`src/rtl/tdmrc_pkg.sv`:
```
// Shared constants, FSM state encodings and key configuration type for the
// e-TDMRC frame scheduler.
package tdmrc_pkg;

  localparam int FRAME_W = 40;
  localparam int BYTE_N  = 5;

  // Key configuration register addresses
  localparam logic [2:0] CFG_MASTER = 3'd0;
  localparam logic [2:0] CFG_SUB0   = 3'd1;
  localparam logic [2:0] CFG_SUB1   = 3'd2;
  localparam logic [2:0] CFG_SUB2   = 3'd3;
  localparam logic [2:0] CFG_SUB3   = 3'd4;

  // Scheduler FSM states
  localparam logic [2:0] ST_IDLE = 3'd0;
  localparam logic [2:0] ST_CRST = 3'd1;
  localparam logic [2:0] ST_ARB  = 3'd2;
  localparam logic [2:0] ST_SEND = 3'd3;
  localparam logic [2:0] ST_WAIT = 3'd4;
  localparam logic [2:0] ST_RESP = 3'd5;

  typedef struct packed {
    logic [31:0] master_key;
    logic [15:0] subkey0;
    logic [15:0] subkey1;
    logic [15:0] subkey2;
    logic [15:0] subkey3;
  } key_cfg_t;

  // Addresses 5..7 are not backed by a register.
  function automatic logic cfg_addr_valid(input logic [2:0] addr);
    return (addr <= CFG_SUB3);
  endfunction

  // Apply one configuration write to the key set; subkeys take the low half.
  function automatic key_cfg_t key_write(input key_cfg_t k, input logic [2:0] addr,
                                         input logic [31:0] d);
    key_cfg_t r;
    r = k;
    case (addr)
      CFG_MASTER: r.master_key = d;
      CFG_SUB0:   r.subkey0    = d[15:0];
      CFG_SUB1:   r.subkey1    = d[15:0];
      CFG_SUB2:   r.subkey2    = d[15:0];
      CFG_SUB3:   r.subkey3    = d[15:0];
      default:    r            = k;
    endcase
    return r;
  endfunction

endpackage

```
`src/rtl/tdmrc_rr_arbiter.sv`:
```
// Round-robin arbiter: the search starts one past the last granted requester
// and wraps, so every requester holding its request is served within NUM_REQ
// grants.
module tdmrc_rr_arbiter #(
  parameter int NUM_REQ = 4,
  parameter int ID_W    = 2
) (
  input  logic [NUM_REQ-1:0] req,
  input  logic [ID_W-1:0]    last_id,
  output logic [NUM_REQ-1:0] grant,
  output logic [ID_W-1:0]    grant_id,
  output logic               grant_any
);

  // Candidate requester for each priority slot, highest priority first
  logic [ID_W-1:0] cand_idx [NUM_REQ];

  generate
    for (genvar gi = 0; gi < NUM_REQ; gi++) begin : g_cand
      assign cand_idx[gi] = ID_W'((int'(last_id) + gi + 1) % NUM_REQ);
    end
  endgenerate

  // Pick the first requesting candidate in rotated priority order
  always_comb begin
    grant     = '0;
    grant_id  = '0;
    grant_any = 1'b0;
    for (int k = 0; k < NUM_REQ; k++) begin
      if (!grant_any && req[cand_idx[k]]) begin
        grant_any = 1'b1;
        grant_id  = cand_idx[k];
      end
    end
    if (grant_any) begin
      grant[grant_id] = 1'b1;
    end
  end

endmodule

```
`src/rtl/tdmrc_frame_scheduler.sv`:
```
// Shares one e-TDMRC cipher core between NUM_REQ frame requesters: holds the
// key set, arbitrates frames round-robin, streams each frame as five bytes to
// the core and returns the core result tagged with the requester id.
module tdmrc_frame_scheduler
  import tdmrc_pkg::*;
#(
  parameter int NUM_REQ     = 4,
  parameter int ID_W        = 2,
  parameter int TIMEOUT_CYC = 32
) (
  input  logic                       clk,
  input  logic                       rst,
  input  logic [NUM_REQ-1:0]         req_valid,
  input  logic [NUM_REQ*FRAME_W-1:0] req_frame,
  output logic [NUM_REQ-1:0]         req_ready,
  output logic                       rsp_valid,
  output logic [ID_W-1:0]            rsp_id,
  output logic [FRAME_W-1:0]         rsp_cipher,
  output logic [FRAME_W-1:0]         rsp_plain,
  output logic                       rsp_err,
  input  logic                       cfg_we,
  input  logic [2:0]                 cfg_addr,
  input  logic [31:0]                cfg_wdata,
  output logic                       cfg_ack,
  output logic                       busy,
  output logic                       core_rst,
  output logic [31:0]                core_master_key,
  output logic [15:0]                core_subkey0,
  output logic [15:0]                core_subkey1,
  output logic [15:0]                core_subkey2,
  output logic [15:0]                core_subkey3,
  output logic [7:0]                 core_data_in,
  output logic                       core_data_valid,
  input  logic                       core_done,
  input  logic [FRAME_W-1:0]         core_cipher,
  input  logic [FRAME_W-1:0]         core_plain
);

  localparam int              TMR_W     = (TIMEOUT_CYC > 1) ? $clog2(TIMEOUT_CYC) : 1;
  localparam logic [TMR_W-1:0] TMR_LAST  = TMR_W'(TIMEOUT_CYC - 1);
  localparam logic [2:0]      BYTE_LAST = 3'(BYTE_N - 1);

  logic [2:0]         state_reg;
  logic               crst_cnt_reg;
  logic [2:0]         byte_cnt_reg;
  logic [TMR_W-1:0]   timer_reg;
  key_cfg_t           key_reg;
  logic               key_dirty_reg;
  logic [ID_W-1:0]    rr_ptr_reg;
  logic [FRAME_W-1:0] frame_reg;
  logic [ID_W-1:0]    id_reg;
  logic [FRAME_W-1:0] rsp_cipher_reg;
  logic [FRAME_W-1:0] rsp_plain_reg;
  logic               rsp_err_reg;
  logic               cfg_ack_reg;

  logic [NUM_REQ-1:0] grant;
  logic [ID_W-1:0]    grant_id;
  logic               grant_any;

  // Per-requester view of the flattened frame bus
  logic [FRAME_W-1:0] frame_arr [NUM_REQ];

  generate
    for (genvar gi = 0; gi < NUM_REQ; gi++) begin : g_frame
      assign frame_arr[gi] = req_frame[gi*FRAME_W +: FRAME_W];
    end
  endgenerate

  tdmrc_rr_arbiter #(
    .NUM_REQ (NUM_REQ),
    .ID_W    (ID_W)
  ) u_arb (
    .req       (req_valid),
    .last_id   (rr_ptr_reg),
    .grant     (grant),
    .grant_id  (grant_id),
    .grant_any (grant_any)
  );

  // Scheduler FSM, key registers and frame/response capture
  always_ff @(posedge clk) begin
    if (rst) begin
      state_reg      <= ST_IDLE;
      crst_cnt_reg   <= 1'b0;
      byte_cnt_reg   <= '0;
      timer_reg      <= '0;
      key_reg        <= '0;
      key_dirty_reg  <= 1'b1;
      rr_ptr_reg     <= '0;
      frame_reg      <= '0;
      id_reg         <= '0;
      rsp_cipher_reg <= '0;
      rsp_plain_reg  <= '0;
      rsp_err_reg    <= 1'b0;
      cfg_ack_reg    <= 1'b0;
    end else begin
      cfg_ack_reg <= 1'b0;
      case (state_reg)
        ST_IDLE: begin
          // A config write takes the cycle; any pending request waits a cycle.
          if (cfg_we) begin
            if (cfg_addr_valid(cfg_addr)) begin
              key_reg       <= key_write(key_reg, cfg_addr, cfg_wdata);
              key_dirty_reg <= 1'b1;
              cfg_ack_reg   <= 1'b1;
            end
          end else if (|req_valid) begin
            crst_cnt_reg <= 1'b0;
            state_reg    <= key_dirty_reg ? ST_CRST : ST_ARB;
          end
        end
        ST_CRST: begin
          // Two cycles of core reset so the core reloads its key schedule
          if (crst_cnt_reg) begin
            key_dirty_reg <= 1'b0;
            state_reg     <= ST_ARB;
          end else begin
            crst_cnt_reg <= 1'b1;
          end
        end
        ST_ARB: begin
          if (grant_any) begin
            frame_reg    <= frame_arr[grant_id];
            id_reg       <= grant_id;
            rr_ptr_reg   <= grant_id;
            byte_cnt_reg <= '0;
            state_reg    <= ST_SEND;
          end else begin
            state_reg <= ST_IDLE;
          end
        end
        ST_SEND: begin
          // Most significant byte goes first; shift the next one into place.
          frame_reg <= frame_reg << 8;
          if (byte_cnt_reg == BYTE_LAST) begin
            timer_reg <= '0;
            state_reg <= ST_WAIT;
          end else begin
            byte_cnt_reg <= byte_cnt_reg + 3'd1;
          end
        end
        ST_WAIT: begin
          // The core drops done on the first accepted byte, so any done here is fresh.
          if (core_done) begin
            rsp_cipher_reg <= core_cipher;
            rsp_plain_reg  <= core_plain;
            rsp_err_reg    <= 1'b0;
            state_reg      <= ST_RESP;
          end else if (timer_reg == TMR_LAST) begin
            rsp_cipher_reg <= '0;
            rsp_plain_reg  <= '0;
            rsp_err_reg    <= 1'b1;
            key_dirty_reg  <= 1'b1;
            state_reg      <= ST_RESP;
          end else begin
            timer_reg <= timer_reg + 1'b1;
          end
        end
        ST_RESP: begin
          state_reg <= ST_IDLE;
        end
        default: begin
          state_reg <= ST_IDLE;
        end
      endcase
    end
  end

  assign busy            = (state_reg != ST_IDLE);
  assign core_rst        = rst | (state_reg == ST_CRST);
  assign req_ready       = (state_reg == ST_ARB) ? grant : '0;
  assign core_data_valid = (state_reg == ST_SEND);
  assign core_data_in    = frame_reg[FRAME_W-1 -: 8];
  assign rsp_valid       = (state_reg == ST_RESP);
  assign rsp_id          = id_reg;
  assign rsp_cipher      = rsp_cipher_reg;
  assign rsp_plain       = rsp_plain_reg;
  assign rsp_err         = rsp_err_reg;
  assign cfg_ack         = cfg_ack_reg;
  assign core_master_key = key_reg.master_key;
  assign core_subkey0    = key_reg.subkey0;
  assign core_subkey1    = key_reg.subkey1;
  assign core_subkey2    = key_reg.subkey2;
  assign core_subkey3    = key_reg.subkey3;

endmodule

```
`config.mk`:
```
export PLATFORM = sky130hd
export DESIGN_NAME = tdmrc_frame_scheduler
export DESIGN_NICKNAME = d
export VERILOG_FILES = /design/src/rtl/tdmrc_pkg.sv /design/src/rtl/tdmrc_rr_arbiter.sv /design/src/rtl/tdmrc_frame_scheduler.sv
export SDC_FILE = /design/constraint.sdc
export NUM_CORES = 1
export LEC_CHECK = 0
export ABC_AREA = 0
export BUFFER_PORTS_ARGS = -buffer_cell sky130_fd_sc_hd__buf_2
export CORE_AREA = 3 3 183 185
export DETAILED_ROUTE_END_ITERATION = 8
export DIE_AREA = 0 0 186 188
export GPL_TIMING_DRIVEN = 0
export SYNTH_ARGS = -nofsm -noshare
export SYNTH_HDL_FRONTEND = slang
export SYNTH_SLANG_ARGS = --single-unit
```
`constraint.sdc`:
```
create_clock -name clk -period 2.2 [get_ports clk]
set_input_delay 0.22 -clock clk [delete_from_list [all_inputs] [get_ports clk]]
set_output_delay 0.22 -clock clk [all_outputs]
set_load 0.05 [all_outputs]
```
# Word level (Yosys, flattened, before mapping)
# Cells that the tools add are included.
[word_totals] elab_cells=144 out_inout_bits=196 ff_bits=233 in_bits=283
[classes] n_bitwise=4 addsub=8 n_eq_ne=23 muxes=55 n_reduce_logical=30 order_cmp=8
[op_table] op="40-bit 2-to-1 mux" n=6
[op_table] op="40-bit binary-select mux with 2-bit select" n=1
[op_table] op="40-bit case mux with 2 select lines" n=1
[op_table] op="3-bit 2-to-1 mux" n=8
[op_table] op="4-bit AND reduction" n=6
[op_table] op="2-bit != test (second input constant)" n=10
[op_table] op="1-bit 2-to-1 mux" n=18
[op_table] op="2-bit by 3-bit < comparator with 1-bit output (second input constant)" n=5
[op_table] op="5-bit 2-to-1 mux" n=3
[op_table] op="3-bit case mux with 5 select lines" n=1
[op_table] op="3-bit by 2-bit equality test with 1-bit output (second input constant)" n=4
[op_table] op="3-bit equality test (second input constant)" n=4
[op_table] op="2-bit 2-to-1 mux" n=6
[op_table] op="2-bit adder (second input constant)" n=5
[op_table] op="5-bit case mux with 2 select lines" n=1
[op_table] op="1-bit binary-select mux with 2-bit select" n=4
[op_table] op="4-bit 2-to-1 mux" n=2
[op_table] op="2-bit nonzero test" n=4
[op_table] op="3-bit by 1-bit equality test with 1-bit output (second input constant)" n=2
[op_table] op="3-bit logical NOT" n=2
[op_table] op="3-bit case mux with 2 select lines" n=1
[op_table] op="2-bit AND reduction" n=3
[op_table] op="3-bit AND reduction" n=2
[op_table] op="6-bit AND reduction" n=1
[op_table] op="other kinds (21)" n=28

# Longest topological paths before layout
# Gate-level depths: netlist of run 1.
[depth] depth_word=19 ltp_mapped=8 mapped_depth_nobuf=8

# Modules after synthesis
# Synthesis of run 1 repeated with hierarchy kept, for this count alone.
[unflattened] hier_cells=1053 hier_area_um2=9680.5
[by_module_without_submodules] module="tdmrc_frame_scheduler" cells_each=1019 n_inst=1 seq_area_each_um2=4664.5 area_each_um2=9457.8
[by_module_without_submodules] module="tdmrc_rr_arbiter" cells_each=34 n_inst=1 seq_area_each_um2=0.0 area_each_um2=222.7

# Worst setup path before layout of run 1
# No wires, ideal clock.
[synth_path] path_kind="register to output" start="register, netlist name rsp_id[0]" end="output req_ready[0]" arrival_time_ns=2.586 slack_ns=-0.606 n_path_buf=1 stages_incl_launch_ff=6 t_required_ns=1.980 path_cell_list="dfxtp_1 nand2b_1 a21o_1 clkbuf_1 nand3_1 nor3_1"
[synth_lines] item="to (decl)" line_no="tdmrc_frame_scheduler.sv:15" text="output logic [NUM_REQ-1:0] req_ready,"

==> results of run 1 <==
-- layer usage --
layer,vias up,global-route usage (%)
met5,-,0
met4,0,8.11
met3,93,5.47
met2,468,37.6
met1,4965,23.9
li1,5125,-
-- cell type report --
class / instances / area share, %
inverter: 13 / 0.318
clock inverter: 7 / 0.530
tap: 408 / 3.33
multi-input combinational: 726 / 31.1
timing repair buffer: 640 / 26.1
buffer: 95 / 3.42
sequential: 233 / 30.4
clock buffer: 38 / 4.72
-- cell usage after synthesis (2+ instances only) --
| library cell | count |
|---|---|
| dfxtp_1 | 233 |
| nor2_1 | 144 |
| mux2i_1 | 122 |
| a22oi_1 | 114 |
| nand2_1 | 114 |
| a21oi_1 | 55 |
| clkbuf_1 | 42 |
| o221ai_1 | 33 |
| or2_2 | 32 |
| buf_2 | 29 |
| buf_4 | 18 |
| inv_1 | 13 |
| a31oi_1 | 10 |
| o21ai_0 | 10 |
| nand2b_1 | 9 |
| nand3_1 | 9 |
| o211ai_1 | 9 |
| and4_1 | 8 |
| nor3_1 | 5 |
| or3_1 | 5 |
| buf_6 | 4 |
| ha_1 | 4 |
| nor3b_1 | 4 |
| and3_1 | 3 |
| nor2b_1 | 3 |
| xor2_1 | 3 |
| a211oi_1 | 2 |
| a21o_1 | 2 |
| and2_1 | 2 |
| buf_1 | 2 |
| nand3b_1 | 2 |
| o21ai_1 | 2 |
-- worst min-delay path, delay by kind of cell --
kind / cells / cell delay [ns]
compound gates: 1 / 0.17
mux: 1 / 0.06
buf+inv: 1 / 0.08
-- worst min-delay path by stage --
stage                             start  slack (ns)  cells after the start                   to
global route              req_frame[27]        0.02                      3        frame_reg[27]
finish                   req_frame[129]        0.02                      3         frame_reg[9]
detailed placement  core_master_key[15]        0.45                      2  core_master_key[15]
floorplan                 cfg_wdata[16]        0.36                      2  core_master_key[16]
global placement        core_subkey3[1]        0.44                      2      core_subkey3[1]
CTS                       req_frame[61]      0.0003                      3        frame_reg[21]
-- cell families (layout without fill, tap and decap cells) --
kind of cell / Yosys count / count (layout) / synth area share (%)
muxes: 122 / 122 / 12.4
adders and majority gates: 4 / 4 / 0.508
buffers and inverters: 108 / 793 / 5.47
DFF: 233 / 233 / 47.3
xor gates and xnor gates: 4 / 4 / 0.356
and+or+nand+nor: 348 / 348 / 16.3
AOI/OAI and AO/OA: 248 / 248 / 17.7
-- what timing repair did --
action / 4_1_cts / 5_1_grt
endpoints found under the hold margin: 154 / 0
resized for setup: 28 / 35
hold buffers: 150 / 0
pin swaps: 5 / 4
buffers inserted: 5 / 7
endpoints found under the setup margin: 87 / 100
gates cloned: 0 / 0
-- power by group --
group | total, mW | internal, mW | switching (mW)
combinational | 2.38 | 1.01 | 1.37
clock | 4.18 | 2.40 | 1.78
sequential | 4.49 | 4.38 | 0.109
-- metrics by stage --
stage / setup WS (ns) / util [%] / hold slack, ns
2_1_floorplan: -0.206 / - / 0.356
3_3_place_gp: -0.475 / 39.6 / 0.441
3_5_place_dp: -0.360 / 39.6 / 0.445
4_1_cts: -0.000872 / 47.2 / 0.000332
5_1_grt: -0.0391 / 47.6 / 0.0179
6_report: 0.0462 / 47.6 / 0.0243
==> impl_metrics.csv, run 1 <==
group,metric,value,unit
routing,wire_per_inst,18.2,microns
yosys,syn_nets,1354,
cells_and_area,final_cell_area,15300,sq um
routing,drt-total-wl,39300,microns
timing,final.period_utilization,97.9,%
routing,wl_met2,19100,microns
routing,initialDrtViolationCount,426,
setup_path,cp-end-kind,"primary output",
yosys,async_flop_share,0,%
routing,routed.top_layer,"met4",
cells_and_area,syn2layout_area_growth,55.7,%
clock_tree,cts_buffers,25,
grt,grt_pass1_vias,10800,
yosys,seq_area_frac_synth,47.3,%
setup_path,endpoint,"req_ready[3]",
power_and_ir_drop,p_per_area,720,nW/um^2
yosys,yosys_warnings,0,
status,status,"finished clean",
run,cap_violations,0,
yosys,synth_cell_types,52,
placement,io_buffer_count,478,
grt,grt_overflow,0,
timing,period_needed,2.15,ns
cells_and_area,layout_commonest_cell,"buf_2",
yosys,synth_edf_count,0,
floorplanning,die_x,186,microns
grt,grt_pass1_wl,59100,microns
setup_path,r2r_cells,7,
timing,rsz0062_at_grt,"true",
grt,antenna_found_initial,0,
yosys,syn_area,9850,sq um
routing,vias,10700,
power_and_ir_drop,ir_drop,0.498,mV
yosys,synth-seq-cells,233,
cells_and_area,stdcell_count,2160,
yosys,avgSynthCellArea,9.23,sq um
setup_path,r2r_slack,0.07,ns
routing,route.met3.wl,3190,microns
routing,final_antenna_net_count,0,
clock_tree,cts_num_sinks,233,
setup_path,cp.required,1.98,ns
floorplanning,coreArea,32200,sq um
clock_tree,path_clk_slew,0.06,ns
routing,drt-pass1-iter-count,4,
cells_and_area,final_nets,2021,
timing,clock_skew,0.0190,ns
yosys,netlist.area_leader.share,47.3,%
setup_path,path_buf_inv,1,
setup_path,startpoint_type,"flip-flop",
timing,tightestPinTransition,0.822,ns
cells_and_area,drive_gt1_share,37.0,%
timing,maxSlewViolCount,0,
placement,routabilityCongestion,0.935,
yosys,synth_area_leaders,"dfxtp_1 (47%), mux2i_1 (12%), a22oi_1 (8.7%)",
yosys,synthFlopType,"dfxtp_1",
timing,max-slew-margin-rel,45.2,%
setup_path,crit_fanout,6,
yosys,yosys.area.top_type,"dfxtp_1",
clock_tree,cts_tree,"yes",
cells_and_area,regArea,4670,sq um
grt,grt_max_degree,14,
power_and_ir_drop,power,11.1,mW
setup_path,crit_path_start,"rsp_id[0]",
cells_and_area,insertedDiodeCount,0,
routing,drc,0,
floorplanning,dieHeight,188,microns
timing,finalHoldViolations,0,
timing,setup_viol,0,
placement,hpwl,28900,microns
routing,wl_met1,15400,microns
clock_tree,clkLatencyLatePin,0.54,ns
setup_path,worstReg2RegEnd,"frame_reg[38]",
cells_and_area,final_cell_mix,"buf_2 (501), dfxtp_1 (231), dlygate4sd3_1 (150)",
placement,post_dp_cell_area,12800,sq um
floorplanning,num_io_pins,479,
placement,dpl.cell_count,1953,
clock_tree,root_buffer,"clkbuf_16",
setup_path,worstSetupPathDepth,6,
setup_path,crit_family,"simple AND/OR/NAND/NOR gates",
setup_path,path_cells,"nand2b_4 -> o211ai_1 -> and2_4 -> nand2_1 -> nor2_2 -> buf_6",
grt,track_usage,21.1,%
routing,vias_per_cell,4.93,
cells_and_area,fillers,3054,
clock_tree,clockBufferDepth,3,
setup_path,r2r-start,"rsp_id[0]",
setup_path,critical_path_class,"flip-flop to primary output",
timing,fmax,464,MHz
setup_path,slowest_stage,"dfxtp_4",
hold_path,hp-class,"primary input to flip-flop",
floorplanning,fp-row-count,66,
floorplanning,die_area,35000,sq um
yosys,synth_cells,1067,
floorplanning,start_util,30.6,%
clock_tree,cts_max_level,1,
timing,setup_tns,0,ns
setup_path,arrival,1.93,ns
setup_path,crit_path_max_incr_delay,0.37,ns
power_and_ir_drop,leakagePower,6.96,nW
cells_and_area,multiInputGateArea,4770,sq um
Note: power is estimated with default switching activity, not from simulation.
==> run 2, diff against run 1 <==
--- a/config.mk
+++ b/config.mk
@@ -8,6 +8,7 @@
 export ABC_AREA = 0
 export BUFFER_PORTS_ARGS = -buffer_cell sky130_fd_sc_hd__buf_2
 export CORE_AREA = 3 3 183 185
+export CTS_BUF_LIST = sky130_fd_sc_hd__clkbuf_8
 export DETAILED_ROUTE_END_ITERATION = 8
 export DIE_AREA = 0 0 186 188
 export GPL_TIMING_DRIVEN = 0
==> impl_metrics.csv, run 2 (same netlist as run 1, synthesis figures left out) <==
group,metric,value,unit
clock_tree,root_buffer,"clkbuf_8",
setup_path,cp-end-kind,"flip-flop",
hold_path,min_from,"req_frame[51]",
timing,worst_slack,0.0696,ns
status,status,"finished clean",
clock_tree,clockBufferDepth,3,
placement,dpl.cell_count,1953,
routing,final_antenna_net_count,0,
setup_path,critical_path_class,"flip-flop to flip-flop",
setup_path,cp.required,2.59,ns
timing,rsz0062_at_grt,"true",
setup_path,path_cells,"nand2b_4 -> a21bo_4 -> and3_1 -> buf_4 -> buf_4 -> mux2i_2 -> o221ai_1",
timing,maxSlewViolCount,0,
floorplanning,num_io_pins,479,
cells_and_area,drive_gt1_share,37.4,%
clock_tree,cts_tree,"yes",
grt,grt_overflow,0,
power_and_ir_drop,p_switching,3.41,mW
placement,io_buffer_count,478,
setup_path,startpoint_type,"flip-flop",
floorplanning,die_area,35000,sq um
clock_tree,cts_num_sinks,233,
cells_and_area,layout_commonest_cell,"buf_2",
placement,place_ws,-0.360,ns
timing,period_needed,2.13,ns
grt,grt_pass1_wl,61700,microns
setup_path,crit_path_start,"rsp_id[0]",
power_and_ir_drop,leakagePower,7.16,nW
hold_path,hp-class,"primary input to flip-flop",
clock_tree,path_clk_slew,0.06,ns
cells_and_area,insertedDiodeCount,0,
setup_path,critPathMostFrequentCell,"buf_4",
routing,vias_per_cell,4.96,
routing,initialDrtViolationCount,435,
floorplanning,dieHeight,188,microns
power_and_ir_drop,ir_drop,0.736,mV
power_and_ir_drop,p_clk_share,38.0,%
timing,setup_viol,0,
routing,drt-total-wl,41000,microns
power_and_ir_drop,p_comb_share,22.0,%
cells_and_area,final_util,48.9,%
power_and_ir_drop,power,11.2,mW
timing,clock_skew,0.0269,ns
grt,track_usage,22.1,%
routing,vias,11000,
timing,tightestPinTransition,0.905,ns
floorplanning,fp-row-count,66,
routing,wire_per_inst,18.5,microns
power_and_ir_drop,switching_share,30.4,%
timing,max-slew-margin-rel,39.7,%
setup_path,crit_path_max_incr_delay,0.42,ns
clock_tree,cts_buffers,42,
setup_path,r2r-start,"rsp_id[0]",
routing,drc,0,
placement,hpwl,28900,microns
timing,final.period_utilization,96.8,%
timing,finalHoldViolations,0,
floorplanning,coreArea,32200,sq um
cells_and_area,syn2layout_area_growth,59.9,%
clock_tree,cts_max_level,2,
grt,antenna_found_initial,0,
setup_path,slowest_stage,"mux2i_2",
cells_and_area,stdcell_count,2215,
placement,routabilityCongestion,0.935,
clock_tree,clkLatencyLatePin,0.56,ns
grt,grt_pass1_vias,11300,
power_and_ir_drop,p_per_area,712,nW/um^2
power_and_ir_drop,internal-power,7.81,mW
floorplanning,start_util,30.6,%
setup_path,crit_fanout,10,
grt,grt_max_degree,15,
routing,drt-pass1-iter-count,5,
floorplanning,die_x,186,microns
setup_path,arrival,2.52,ns
power_and_ir_drop,sequentialPowerShare,40.0,%
timing,fmax,469,MHz
cells_and_area,final_cell_mix,"buf_2 (493), dfxtp_1 (230), dlygate4sd3_1 (179)",
timing,hold_slack,0.0332,ns
cells_and_area,final_nets,2069,
run,cap_violations,0,
run 2: changes by cell type in the layout (fill, tap and decap cells not counted), sizes merged:
cell         previous run  this run
clkinv                  3         7
buf                   545       542
clkbuf                 78        96
bufinv                  1         2
clkinvlp                1         0
inv                    15        22
dlygate4sd3           150       179
run 2: per-stage QoR:
| step | area (sq um) | TNS (ns) |
|---|---|---|
| after floorplan | 9860 | -0.430 |
| after global placement | 12800 | -35.54 |
| after detailed placement | 12800 | -26.07 |
| after CTS | 15600 | -0.0141 |
| after global routing | 15800 | -0.133 |
| final | 15800 | 0 |
run 2: cell type report:
class	instances	area, sq um
clock buffers	51	702
inverters	13	48.8
repair buffers	672	4330
fillers	2993	16400
clock inverters	18	169
flip-flops and latches	233	4670
well taps	408	510
plain buffers	94	529
multi-input cells	726	4800
run 2: power groups by stage:
stage	clock (mW)	combinational, mW	sequential (mW)
after floorplan	0	1.12	4.77
after global placement	0	2.03	4.57
after detailed placement	0	2.05	4.58
after CTS	4.38	2.39	4.49
after global routing	4.60	2.64	4.50
final	4.26	2.47	4.49
run 2: worst paths after layout:
check             cells after the start                  end  slack, ns
setup / recovery                      7        frame_reg[39]       0.07
hold reg to reg                       2  core_master_key[15]       0.45
hold / removal                        3        frame_reg[11]       0.03
setup reg to reg                      7        frame_reg[39]       0.07
run 2: per-layer routing:
layer	share of wire, %	track usage (%)	vias to the layer above
met5	0	0	-
met1	38	24.2	5126
met2	49	39.1	506
met4	4.7	10.1	0
met3	8.2	6.52	120
li1	-	-	5224
run 2: critical path, delay by kind of cell, from the launching register on:
family,cells,cell delay [ns]
mux,1,0.42
simple gates,2,0.32
compound gates,2,0.34
flops,1,0.37
buf+inv,2,0.51
run 2: repair_timing:
action / 4_1_cts / 5_1_grt
pin swaps: 5 / 5
endpoints found under the setup margin: 89 / 102
setup buffers: 8 / 7
endpoints found under the hold margin: 200 / 0
gates cloned: 0 / 0
hold buffers: 179 / 0
resized for setup: 37 / 33
==> run 3, diff against run 2 <==
--- a/config.mk
+++ b/config.mk
@@ -6,12 +6,14 @@
 export NUM_CORES = 1
 export LEC_CHECK = 0
 export ABC_AREA = 0
-export BUFFER_PORTS_ARGS = -buffer_cell sky130_fd_sc_hd__buf_2
+export BUFFER_PORTS_ARGS = -buffer_cell sky130_fd_sc_hd__clkbuf_2
 export CORE_AREA = 3 3 183 185
 export CTS_BUF_LIST = sky130_fd_sc_hd__clkbuf_8
 export DETAILED_ROUTE_END_ITERATION = 8
 export DIE_AREA = 0 0 186 188
 export GPL_TIMING_DRIVEN = 0
+export PLACE_DENSITY_LB_ADDON = 0.2
+export SETUP_SLACK_MARGIN = 0.02
 export SYNTH_ARGS = -nofsm -noshare
 export SYNTH_HDL_FRONTEND = slang
 export SYNTH_SLANG_ARGS = --single-unit
==> impl_metrics.csv, run 3 (same netlist as run 1, synthesis figures left out) <==
group,metric,value,unit
placement,routabilityCongestion,0.880,
cells_and_area,final_cell_area,15700,sq um
routing,initialDrtViolationCount,390,
grt,track_usage,21.4,%
floorplanning,fp-row-count,66,
placement,post_dp_cell_area,12800,sq um
setup_path,crit_family,"simple AND/OR/NAND/NOR gates",
clock_tree,root_buffer,"clkbuf_8",
placement,io_buffer_count,478,
cells_and_area,insertedDiodeCount,0,
cells_and_area,layout_commonest_cell,"clkbuf_2",
clock_tree,cts_buffers,42,
floorplanning,coreArea,32200,sq um
timing,setup_viol,0,
power_and_ir_drop,leakagePower,7.06,nW
routing,drt-pass1-iter-count,4,
timing,fmax,464,MHz
cells_and_area,fillers,3069,
setup_path,startpoint_type,"flip-flop",
setup_path,critical_path_class,"flip-flop to primary output",
grt,antenna_found_initial,0,
power_and_ir_drop,ir_drop,0.556,mV
floorplanning,die_x,186,microns
timing,hold_slack,0.0120,ns
setup_path,path_cells,"nand2b_4 -> or3_1 -> buf_6 -> nor3_4 -> buf_8",
timing,setup_tns,0,ns
timing,finalHoldViolations,0,
timing,clock_skew,0.0228,ns
timing,tightestPinTransition,0.770,ns
cells_and_area,final_util,48.6,%
clock_tree,cts_max_level,2,
grt,grt_overflow,0,
setup_path,crit_fanout,5,
floorplanning,start_util,30.6,%
clock_tree,cts_tree,"yes",
placement,place_ws,-0.598,ns
routing,drt-total-wl,39700,microns
timing,maxSlewViolCount,0,
run,cap_violations,0,
routing,drc,0,
cells_and_area,final_nets,2057,
setup_path,cp-end-kind,"primary output",
routing,wire_per_inst,18.0,microns
placement,hpwl,28700,microns
cells_and_area,stdcell_count,2209,
cells_and_area,syn2layout_area_growth,58.9,%
power_and_ir_drop,p_per_area,713,nW/um^2
timing,rsz0062_at_grt,"true",
timing,final.period_utilization,97.9,%
clock_tree,path_clk_slew,0.06,ns
setup_path,path_buf_inv,2,
routing,vias,10700,
grt,grt_pass1_wl,59600,microns
routing,final_antenna_net_count,0,
setup_path,slowest_stage,"dfxtp_4",
routing,vias_per_cell,4.85,
clock_tree,cts_num_sinks,233,
floorplanning,num_io_pins,479,
setup_path,crit_path_max_incr_delay,0.36,ns
timing,period_needed,2.15,ns
timing,worst_slack,0.0455,ns
clock_tree,clkLatencyLatePin,0.55,ns
cells_and_area,final_cell_mix,"clkbuf_2 (483), dfxtp_1 (229), dlygate4sd3_1 (162)",
grt,grt_max_degree,13,
status,status,"finished clean",
cells_and_area,drive_gt1_share,38.2,%
setup_path,arrival,1.93,ns
setup_path,cp.required,1.98,ns
floorplanning,dieHeight,188,microns
hold_path,hp-class,"primary input to flip-flop",
power_and_ir_drop,power,11.2,mW
timing,max-slew-margin-rel,48.6,%
placement,dpl.cell_count,1953,
grt,grt_pass1_vias,11000,
floorplanning,die_area,35000,sq um
clock_tree,clockBufferDepth,3,
-- run 3: changes by cell type in the layout (fill, tap and decap cells not counted), moves of 2 or more --
| cell | before | now |
|---|---|---|
| buf_1 | 4 | 2 |
| buf_2 | 493 | 26 |
| buf_4 | 35 | 40 |
| buf_6 | 9 | 6 |
| buf_8 | 1 | 4 |
| clkbuf_1 | 34 | 27 |
| clkbuf_2 | 3 | 483 |
| clkbuf_4 | 8 | 2 |
| clkinvlp_4 | 0 | 2 |
| dlygate4sd3_1 | 179 | 162 |
| inv_1 | 20 | 26 |
-- run 3: tightest hold or removal path, delay by kind of cell --
family / cells / cell delay [ns]
AOI/OAI and AO/OA: 1 / 0.15
muxes: 1 / 0.06
buffers and inverters: 1 / 0.09
-- run 3: path summary, 6_finish.rpt --
kind                       startpoint  slack (ns)  cells past startpoint                  end
setup / recovery         state_reg[2]        0.05                      5         req_ready[1]
hold / removal          req_frame[75]        0.01                      3        frame_reg[35]
setup reg to reg         state_reg[2]        0.11                      7         frame_reg[1]
hold reg to reg   core_master_key[18]        0.45                      2  core_master_key[18]
-- run 3: per-layer routing --
| layer | global-route usage, % | up-vias | routed length, microns |
|---|---|---|---|
| li1 | - | 5208 | - |
| met1 | 23.9 | 5004 | 15600 |
| met2 | 38.0 | 426 | 19500 |
| met3 | 6.21 | 81 | 3170 |
| met4 | 8.16 | 0 | 1410 |
| met5 | 0 | - | 0 |
-- run 3: timing repair --
item	4_1_cts	5_1_grt
endpoints found under the setup margin	89	129
setup buffers	8	12
hold buffers	162	0
endpoints found under the hold margin	178	0
pin swaps	4	8
gates cloned	0	0
resized for setup	40	43
-- run 3: cell type report --
cell class / count / area [sq um] / area share [%]
timing repair buffer: 660 / 4220 / 26.9
multi-input combinational: 726 / 4790 / 30.6
buffer: 94 / 538 / 3.44
inverter: 13 / 48.8 / 0.312
clock inverter: 24 / 174 / 1.11
sequential: 233 / 4670 / 29.9
tap: 408 / 510 / 3.26
clock buffer: 51 / 702 / 4.48
-- run 3: where the power goes --
part           switching [mW]  internal, mW
clock network            1.87          2.35
registers               0.106          4.38
logic                    1.38          1.07
total                    3.36          7.80
